==> src/rtl/affine_pe_stream_if.sv <==
// rtl/affine_pe_stream_if.sv - column beat between neighbouring PEs of the systolic alignment array.
interface affine_pe_stream_if #(
  parameter int SCORE_W = 16,
  parameter int BASE_W  = 3
);
  logic                      valid;
  logic [BASE_W-1:0]         r;
  logic signed [SCORE_W-1:0] h;
  logic signed [SCORE_W-1:0] f;

  modport master (output valid, r, h, f);
  modport slave  (input  valid, r, h, f);
endinterface

==> src/rtl/affine_pe_stream.sv <==
// rtl/affine_pe_stream.sv - affine-gap scoring PE with saturating H/E/F and a traceback pointer.
// Define PE_MAX_TRACK_EN to register the best H of the row and its 1-based column.
module affine_pe_stream #(
  parameter int SCORE_W = 16,
  parameter int BASE_W  = 3,
  parameter int COL_W   = 12
) (
  input  logic                      clk,
  input  logic                      rst,
  input  logic signed [SCORE_W-1:0] cfg_match,
  input  logic signed [SCORE_W-1:0] cfg_mismatch,
  input  logic [SCORE_W-1:0]        cfg_gap_o,
  input  logic [SCORE_W-1:0]        cfg_gap_e,
  input  logic                      cfg_local,
  input  logic                      q_load,
  input  logic [BASE_W-1:0]         q_base_in,
  input  logic signed [SCORE_W-1:0] init_h,
  input  logic signed [SCORE_W-1:0] init_diag,
  affine_pe_stream_if.slave         in_s,
  affine_pe_stream_if.master        out_s,
  output logic [3:0]                out_ptr,
  output logic signed [SCORE_W-1:0] max_h,
  output logic [COL_W-1:0]          max_col
);
  localparam int W2 = SCORE_W + 2;
  localparam logic signed [SCORE_W-1:0] NEG_INF = {1'b1, {(SCORE_W-1){1'b0}}};
  localparam logic signed [SCORE_W-1:0] POS_MAX = {1'b0, {(SCORE_W-1){1'b1}}};

  function automatic logic signed [W2-1:0] sx(input logic signed [SCORE_W-1:0] v);
    sx = {{2{v[SCORE_W-1]}}, v};
  endfunction

  function automatic logic signed [W2-1:0] zx(input logic [SCORE_W-1:0] v);
    zx = {2'b00, v};
  endfunction

  // Clamping also keeps NEG_INF pinned when a penalty is subtracted from it.
  function automatic logic signed [SCORE_W-1:0] sat(input logic signed [W2-1:0] x);
    if (x > sx(POS_MAX))      sat = POS_MAX;
    else if (x < sx(NEG_INF)) sat = NEG_INF;
    else                      sat = x[SCORE_W-1:0];
  endfunction

  logic [BASE_W-1:0]         q_base;
  logic signed [SCORE_W-1:0] h_left, e_left, h_diag;

  logic signed [SCORE_W-1:0] s_val, e_open, e_ext, f_open, f_ext;
  logic signed [SCORE_W-1:0] d_val, e_val, f_val, h_val;
  logic                      e_from_ext, f_from_ext;
  logic [1:0]                h_src;

  always_comb begin
    s_val      = (q_base == in_s.r) ? cfg_match : cfg_mismatch;
    e_open     = sat(sx(h_left) - zx(cfg_gap_o));
    e_ext      = sat(sx(e_left) - zx(cfg_gap_e));
    f_open     = sat(sx(in_s.h) - zx(cfg_gap_o));
    f_ext      = sat(sx(in_s.f) - zx(cfg_gap_e));
    e_from_ext = e_ext > e_open;
    f_from_ext = f_ext > f_open;
    e_val      = e_from_ext ? e_ext : e_open;
    f_val      = f_from_ext ? f_ext : f_open;
    d_val      = sat(sx(h_diag) + sx(s_val));
    h_src      = 2'd0;
    h_val      = '0;
    // Tie order D > F > E > 0; the zero floor only competes in local mode.
    if (d_val >= f_val && d_val >= e_val && (!cfg_local || !d_val[SCORE_W-1])) begin
      h_src = 2'd3;
      h_val = d_val;
    end else if (f_val >= e_val && (!cfg_local || !f_val[SCORE_W-1])) begin
      h_src = 2'd2;
      h_val = f_val;
    end else if (!cfg_local || !e_val[SCORE_W-1]) begin
      h_src = 2'd1;
      h_val = e_val;
    end
  end

  always_ff @(posedge clk or posedge rst) begin
    if (rst) begin
      q_base      <= '0;
      h_left      <= '0;
      e_left      <= NEG_INF;
      h_diag      <= '0;
      out_s.valid <= 1'b0;
      out_s.r     <= '0;
      out_s.h     <= '0;
      out_s.f     <= '0;
      out_ptr     <= '0;
    end else if (q_load) begin
      q_base      <= q_base_in;
      h_left      <= init_h;
      e_left      <= NEG_INF;
      h_diag      <= init_diag;
      out_s.valid <= 1'b0;
    end else if (in_s.valid) begin
      h_left      <= h_val;
      e_left      <= e_val;
      h_diag      <= in_s.h;
      out_s.valid <= 1'b1;
      out_s.r     <= in_s.r;
      out_s.h     <= h_val;
      out_s.f     <= f_val;
      out_ptr     <= {f_from_ext, e_from_ext, h_src};
    end else begin
      out_s.valid <= 1'b0;
    end
  end

`ifdef PE_MAX_TRACK_EN
  logic [COL_W-1:0]          col, col_next, max_col_q;
  logic signed [SCORE_W-1:0] max_q;
  logic                      max_seen;

  assign col_next = (&col) ? col : col + COL_W'(1);

  always_ff @(posedge clk or posedge rst) begin
    if (rst) begin
      col       <= '0;
      max_q     <= NEG_INF;
      max_col_q <= '0;
      max_seen  <= 1'b0;
    end else if (q_load) begin
      col       <= '0;
      max_q     <= NEG_INF;
      max_col_q <= '0;
      max_seen  <= 1'b0;
    end else if (in_s.valid) begin
      col      <= col_next;
      max_seen <= 1'b1;
      if (h_val > max_q) begin
        max_q     <= h_val;
        max_col_q <= col_next;
      end
    end
  end

  // The internal NEG_INF floor is hidden until the row has produced a beat.
  assign max_h   = max_seen ? max_q : '0;
  assign max_col = max_col_q;
`else
  assign max_h   = '0;
  assign max_col = '0;
`endif
endmodule

==> src/flat_wrapper.sv <==
// flat-port wrapper written by rule: the top's interface ports become plain ports
module affine_pe_stream_flat 
#(
  parameter int SCORE_W = 16,
  parameter int BASE_W  = 3,
  parameter int COL_W   = 12
)
  (clk, rst, cfg_match, cfg_mismatch, cfg_gap_o, cfg_gap_e, cfg_local, q_load, q_base_in, init_h, init_diag, out_ptr, max_h, max_col, in_s_valid, in_s_r, in_s_h, in_s_f, out_s_valid, out_s_r, out_s_h, out_s_f);
  affine_pe_stream_if #(.SCORE_W(SCORE_W), .BASE_W(BASE_W)) in_s_i ();
  affine_pe_stream_if #(.SCORE_W(SCORE_W), .BASE_W(BASE_W)) out_s_i ();
  input  logic clk;
  input  logic rst;
  input  logic signed [SCORE_W-1:0] cfg_match;
  input  logic signed [SCORE_W-1:0] cfg_mismatch;
  input  logic [SCORE_W-1:0] cfg_gap_o;
  input  logic [SCORE_W-1:0] cfg_gap_e;
  input  logic cfg_local;
  input  logic q_load;
  input  logic [BASE_W-1:0] q_base_in;
  input  logic signed [SCORE_W-1:0] init_h;
  input  logic signed [SCORE_W-1:0] init_diag;
  output logic [3:0] out_ptr;
  output logic signed [SCORE_W-1:0] max_h;
  output logic [COL_W-1:0] max_col;
  input wire logic [$bits(in_s_i.valid)-1:0] in_s_valid;
  input wire logic [$bits(in_s_i.r)-1:0] in_s_r;
  input wire logic [$bits(in_s_i.h)-1:0] in_s_h;
  input wire logic [$bits(in_s_i.f)-1:0] in_s_f;
  output wire logic [$bits(out_s_i.valid)-1:0] out_s_valid;
  output wire logic [$bits(out_s_i.r)-1:0] out_s_r;
  output wire logic [$bits(out_s_i.h)-1:0] out_s_h;
  output wire logic [$bits(out_s_i.f)-1:0] out_s_f;
  assign in_s_i.valid = in_s_valid;
  assign in_s_i.r = in_s_r;
  assign in_s_i.h = in_s_h;
  assign in_s_i.f = in_s_f;
  assign out_s_valid = out_s_i.valid;
  assign out_s_r = out_s_i.r;
  assign out_s_h = out_s_i.h;
  assign out_s_f = out_s_i.f;
  affine_pe_stream #(.SCORE_W(SCORE_W), .BASE_W(BASE_W), .COL_W(COL_W)) u_core (.clk(clk), .rst(rst), .cfg_match(cfg_match), .cfg_mismatch(cfg_mismatch), .cfg_gap_o(cfg_gap_o), .cfg_gap_e(cfg_gap_e), .cfg_local(cfg_local), .q_load(q_load), .q_base_in(q_base_in), .init_h(init_h), .init_diag(init_diag), .in_s(in_s_i), .out_s(out_s_i), .out_ptr(out_ptr), .max_h(max_h), .max_col(max_col));
endmodule
==> config.mk <==
export PLATFORM = sky130hd
export DESIGN_NAME = affine_pe_stream_flat
export DESIGN_NICKNAME = d
export VERILOG_FILES = /design/src/rtl/affine_pe_stream_if.sv /design/src/rtl/affine_pe_stream.sv /design/src/flat_wrapper.sv
export SDC_FILE = /design/constraint.sdc
export NUM_CORES = 1
export LEC_CHECK = 0
export ABC_AREA = 1
export CORE_ASPECT_RATIO = 1.2
export CORE_MARGIN = 1.5
export CORE_UTILIZATION = 30
export CTS_BUF_LIST = sky130_fd_sc_hd__clkbuf_16
export CTS_CLUSTER_DIAMETER = 30
export DETAILED_ROUTE_END_ITERATION = 6
export PLACE_DENSITY = 0.57
export SYNTH_ARGS = -nofsm -noshare
export SYNTH_HDL_FRONTEND = slang
export SYNTH_SLANG_ARGS = --single-unit
==> constraint.sdc <==
create_clock -name clk -period 6.6 [get_ports clk]
set_input_delay 0.66 -clock clk [delete_from_list [all_inputs] [get_ports clk]]
set_output_delay 0.66 -clock clk [all_outputs]
set_load 0.01 [all_outputs]
==> flow_summary_export.csv <==
group,metric,value,unit
cells_and_area,fillers,4125,
setup_path,reg2reg_depth,41,
detailed_routing,wl_per_cell,16.60,microns
sta,setup_tns,0,ns
min_path,hold_class,"register to register",
detailed_routing,drtIter0Drc,862,
power_and_ir_drop,switching_share,0.5281,
setup_path,crit_type,"input port to register",
sta,period_share,0.9551,
detailed_routing,routed_wl,44860,microns
min_path,min_to,"u_core.out_s.r[2]",
global_route,track_usage,0.2213,
clocking,cts_tree,"yes",
clocking,numCtsBuffers,9,
power_and_ir_drop,p_total,9.307,mW
global_route,grt_pass1_vias,12630,
detailed_routing,top_layer_used,"met4",
cells_and_area,fin_area,16340,sq um
synth,synth.distinct_cells,52,
synth,synthDominantAreaCellType,"dfrtp_1",
cells_and_area,stdcell_count,2703,
synth,synthTopCellsByCount,"nand2_1 (547), inv_1 (221), ha_1 (156), a21oi_1 (105), o21ai_0 (101)",
power_and_ir_drop,ir_drop,0.0003808,V
die,dieArea,40840,sq um
power_and_ir_drop,internal_power,4.392,mW
setup_path,slowest_stage,"or4_4",
synth,async_flop_share,1.000,
die,die_w,184.7,microns
sta,fin_crit,6.304,ns
setup_path,start_kind,"input port",
synth,synth_area_leaders,"dfrtp_1 (19%), nand2_1 (17%), ha_1 (16%)",
sta,setup_ws,0.2962,ns
flow_run,maxCapViolations,0,
sta,hold_viol,0,
setup_path,crit_required,6.87,ns
sta,worst_pin_slew,0.7147,ns
die,rows,79,
synth,synth_most_common_cell,"nand2_1",
synth,yosysWarnings,0,
clocking,clk-insertion-delay-late,0.40,ns
die,coreArea,38940,sq um
clocking,cts_buffer_depth,2,
detailed_routing,firstDrtPassIters,5,
setup_path,cpPeakStageDelay,0.52,ns
sta,finalMaxSlewViolations,0,
cells_and_area,multi_input_area,8657,sq um
sta,fin_skew,0.01899,ns
synth,yosysTopAreaCellShare,0.1894,
power_and_ir_drop,power_density,569.6,nW/um^2
detailed_routing,antenna_left,0,
setup_path,path_common_cell,"nand2_1",
detailed_routing,drc_errors,0,
synth,ys_seq_elements,91,
setup_path,worstSetupEndpointType,"register",
synth,synth_ff_type,"dfrtp_1",
cells_and_area,antenna_cells,0,
power_and_ir_drop,comb_power_share,0.845,
placed_design,gp_congestion,0.9908,
die,start_util,0.3053,
setup_path,cp.arrival,6.57,ns
synth,synth_cells,1795,
sta,clock.fmax,158.6,MHz
clocking,cts_root_buf,"clkbuf_16",
power_and_ir_drop,p_leak,8.593,nW
setup_path,r2r_slack,0.43,ns
synth,synthesis.area,11890,sq um
placed_design,dp_hpwl,37770,microns
placed_design,dpl_cell_area,15740,sq um
setup_path,r2r_end,"u_core.h_left[11]",
placed_design,port_buffers,178,
detailed_routing,dr_wl_met3,2158,microns
die,io_pins,207,
power_and_ir_drop,power_switching,4.915,mW
synth,ys_seq_area_frac,0.1916,
status,outcome,"complete, no violations",
global_route,grt_max_degree,64,
min_path,hold_depth,2,
detailed_routing,met2_length,20130,microns
placed_design,place_ws,-0.4286,ns
cells_and_area,nets,2472,
sta,max_slew_margin,0.5235,
die,die_h,221.1,microns
power_and_ir_drop,clockPowerShare,0.059,
setup_path,timing.rr.start,"u_core.e_left[15]",
cells_and_area,seqCellArea,2278,sq um
min_path,worstHoldStart,"u_core.out_s.r[2]",
global_route,antenna_found_initial,0,
sta,setup_viol,0,
power_and_ir_drop,p_seq_frac,0.095,
detailed_routing,num_vias,13054,
cells_and_area,drive_above_1_share,0.1906,
cells_and_area,area_growth,37.42,%
clocking,htree_levels,3,
detailed_routing,viasPerCell,4.829,
clocking,clk_pin_slew,0.07,ns
clocking,numClockSinks,91,
global_route,grt_pass1_wl,69300,microns
synth,syn_avg_cell_area,6.623,sq um
placed_design,dp.cells,2679,
global_route,overflow,0,
setup_path,crit_fanout,9,
detailed_routing,wl_met1,19970,microns
synth,synth-edff-count,0,
==> worst max-delay path, delay by kind of cell <==
family / cells / cell delay, ns
buf+inv: 8 / 1.44
simple gates: 19 / 2.29
compound gates: 9 / 1.31
fa+ha+maj: 3 / 0.87
==> repair_timing <==
item | in CTS | in global routing
endpoints found under the setup margin | 15 | 34
gates resized for setup | 1 | 84
pin swaps | 0 | 4
hold buffers | 0 | 0
cloned | 0 | 3
setup buffers | 0 | 5
==> cell type report <==
class / count / area share
inverter: 235 / 0.05506
multi-input combinational: 1426 / 0.5299
tap: 526 / 0.04028
timing repair inverter: 2 / 0.0009190
sequential: 91 / 0.1395
clock buffer: 9 / 0.01378
clock inverter: 7 / 0.004212
timing repair buffer: 407 / 0.2164
==> metal layers <==
layer,up-vias,GRT usage
met5,-,0
met4,0,0.1306
met3,89,0.02222
met2,392,0.3525
met1,5980,0.2884
li1,6593,-
==> how the worst max path moves through the flow <==
stage,start,to
5_1_grt,cfg_gap_o[1],u_core.out_s.h[2]
3_3_place_gp,cfg_gap_e[0],u_core.out_s.h[11]
2_1_floorplan,cfg_gap_e[0],u_core.h_left[0]
3_5_place_dp,cfg_gap_e[0],u_core.out_s.h[8]
4_1_cts,cfg_gap_e[0],u_core.out_s.h[8]
6_report,cfg_gap_e[14],u_core.h_left[11]
==> per-stage QoR <==
stage,hold WS (ns),utilization
after floorplan,0.4570,-
after global placement,0.4628,0.4041
after detailed placement,0.4662,0.4041
after CTS,0.4879,0.4117
after global routing,0.5093,0.4195
final,0.4860,0.4195
==> sequential cells by signal (all words and copies together), names as in the netlist <==
signal / flops
u_core.out_ptr: 4
u_core.q_base: 3
u_core.out_s.h: 16
u_core.h_left: 16
u_core.out_s.f: 16
u_core.h_diag: 16
u_core.e_left: 16
u_core.out_s.valid: 1
u_core.out_s.r: 3
==> cells in the final DEF, fill, tap and decap left out, types with 22 or more instances in the layout <==
cell type	synthesis	final
o21ai_0	101	78
nand3_1	85	84
dfrtp_1	90	90
nand2_2	41	48
buf_4	30	225
ha_1	156	149
a21oi_1	105	97
nand4_1	41	41
inv_1	221	216
xnor2_1	29	29
clkdlybuf4s50_1	0	177
xor2_1	33	33
nor2_1	91	86
nand2_1	547	539
conb_1	1	28
a31oi_1	25	22
==> power by group through the flow <==
| stage | Clock, mW | Sequential (mW) | Combinational (mW) |
|---|---|---|---|
| after detailed placement | 0 | 0.891 | 7.40 |
| after global placement | 0 | 0.890 | 7.33 |
| final | 0.552 | 0.886 | 7.87 |
| after floorplan | 0 | 0.882 | 4.22 |
| after CTS | 0.568 | 0.884 | 7.45 |
| after global routing | 0.588 | 0.906 | 8.63 |
==> cells by family (layout without fill, tap and decap cells) <==
| kind of cell | count (synthesis) | after routing | share of synthesized area |
|---|---|---|---|
| adders and majority gates | 161 | 161 | 0.1726 |
| DFF | 91 | 91 | 0.1916 |
| xor gates and xnor gates | 62 | 62 | 0.04567 |
| and+or+nand+nor | 868 | 869 | 0.3281 |
| AOI/OAI and AO/OA | 291 | 291 | 0.1393 |
| other | 1 | 28 | 0.0003154 |
| muxes | 15 | 15 | 0.01421 |
| buffers and inverters | 306 | 660 | 0.1081 |
Power figures use the tool's default switching activity.
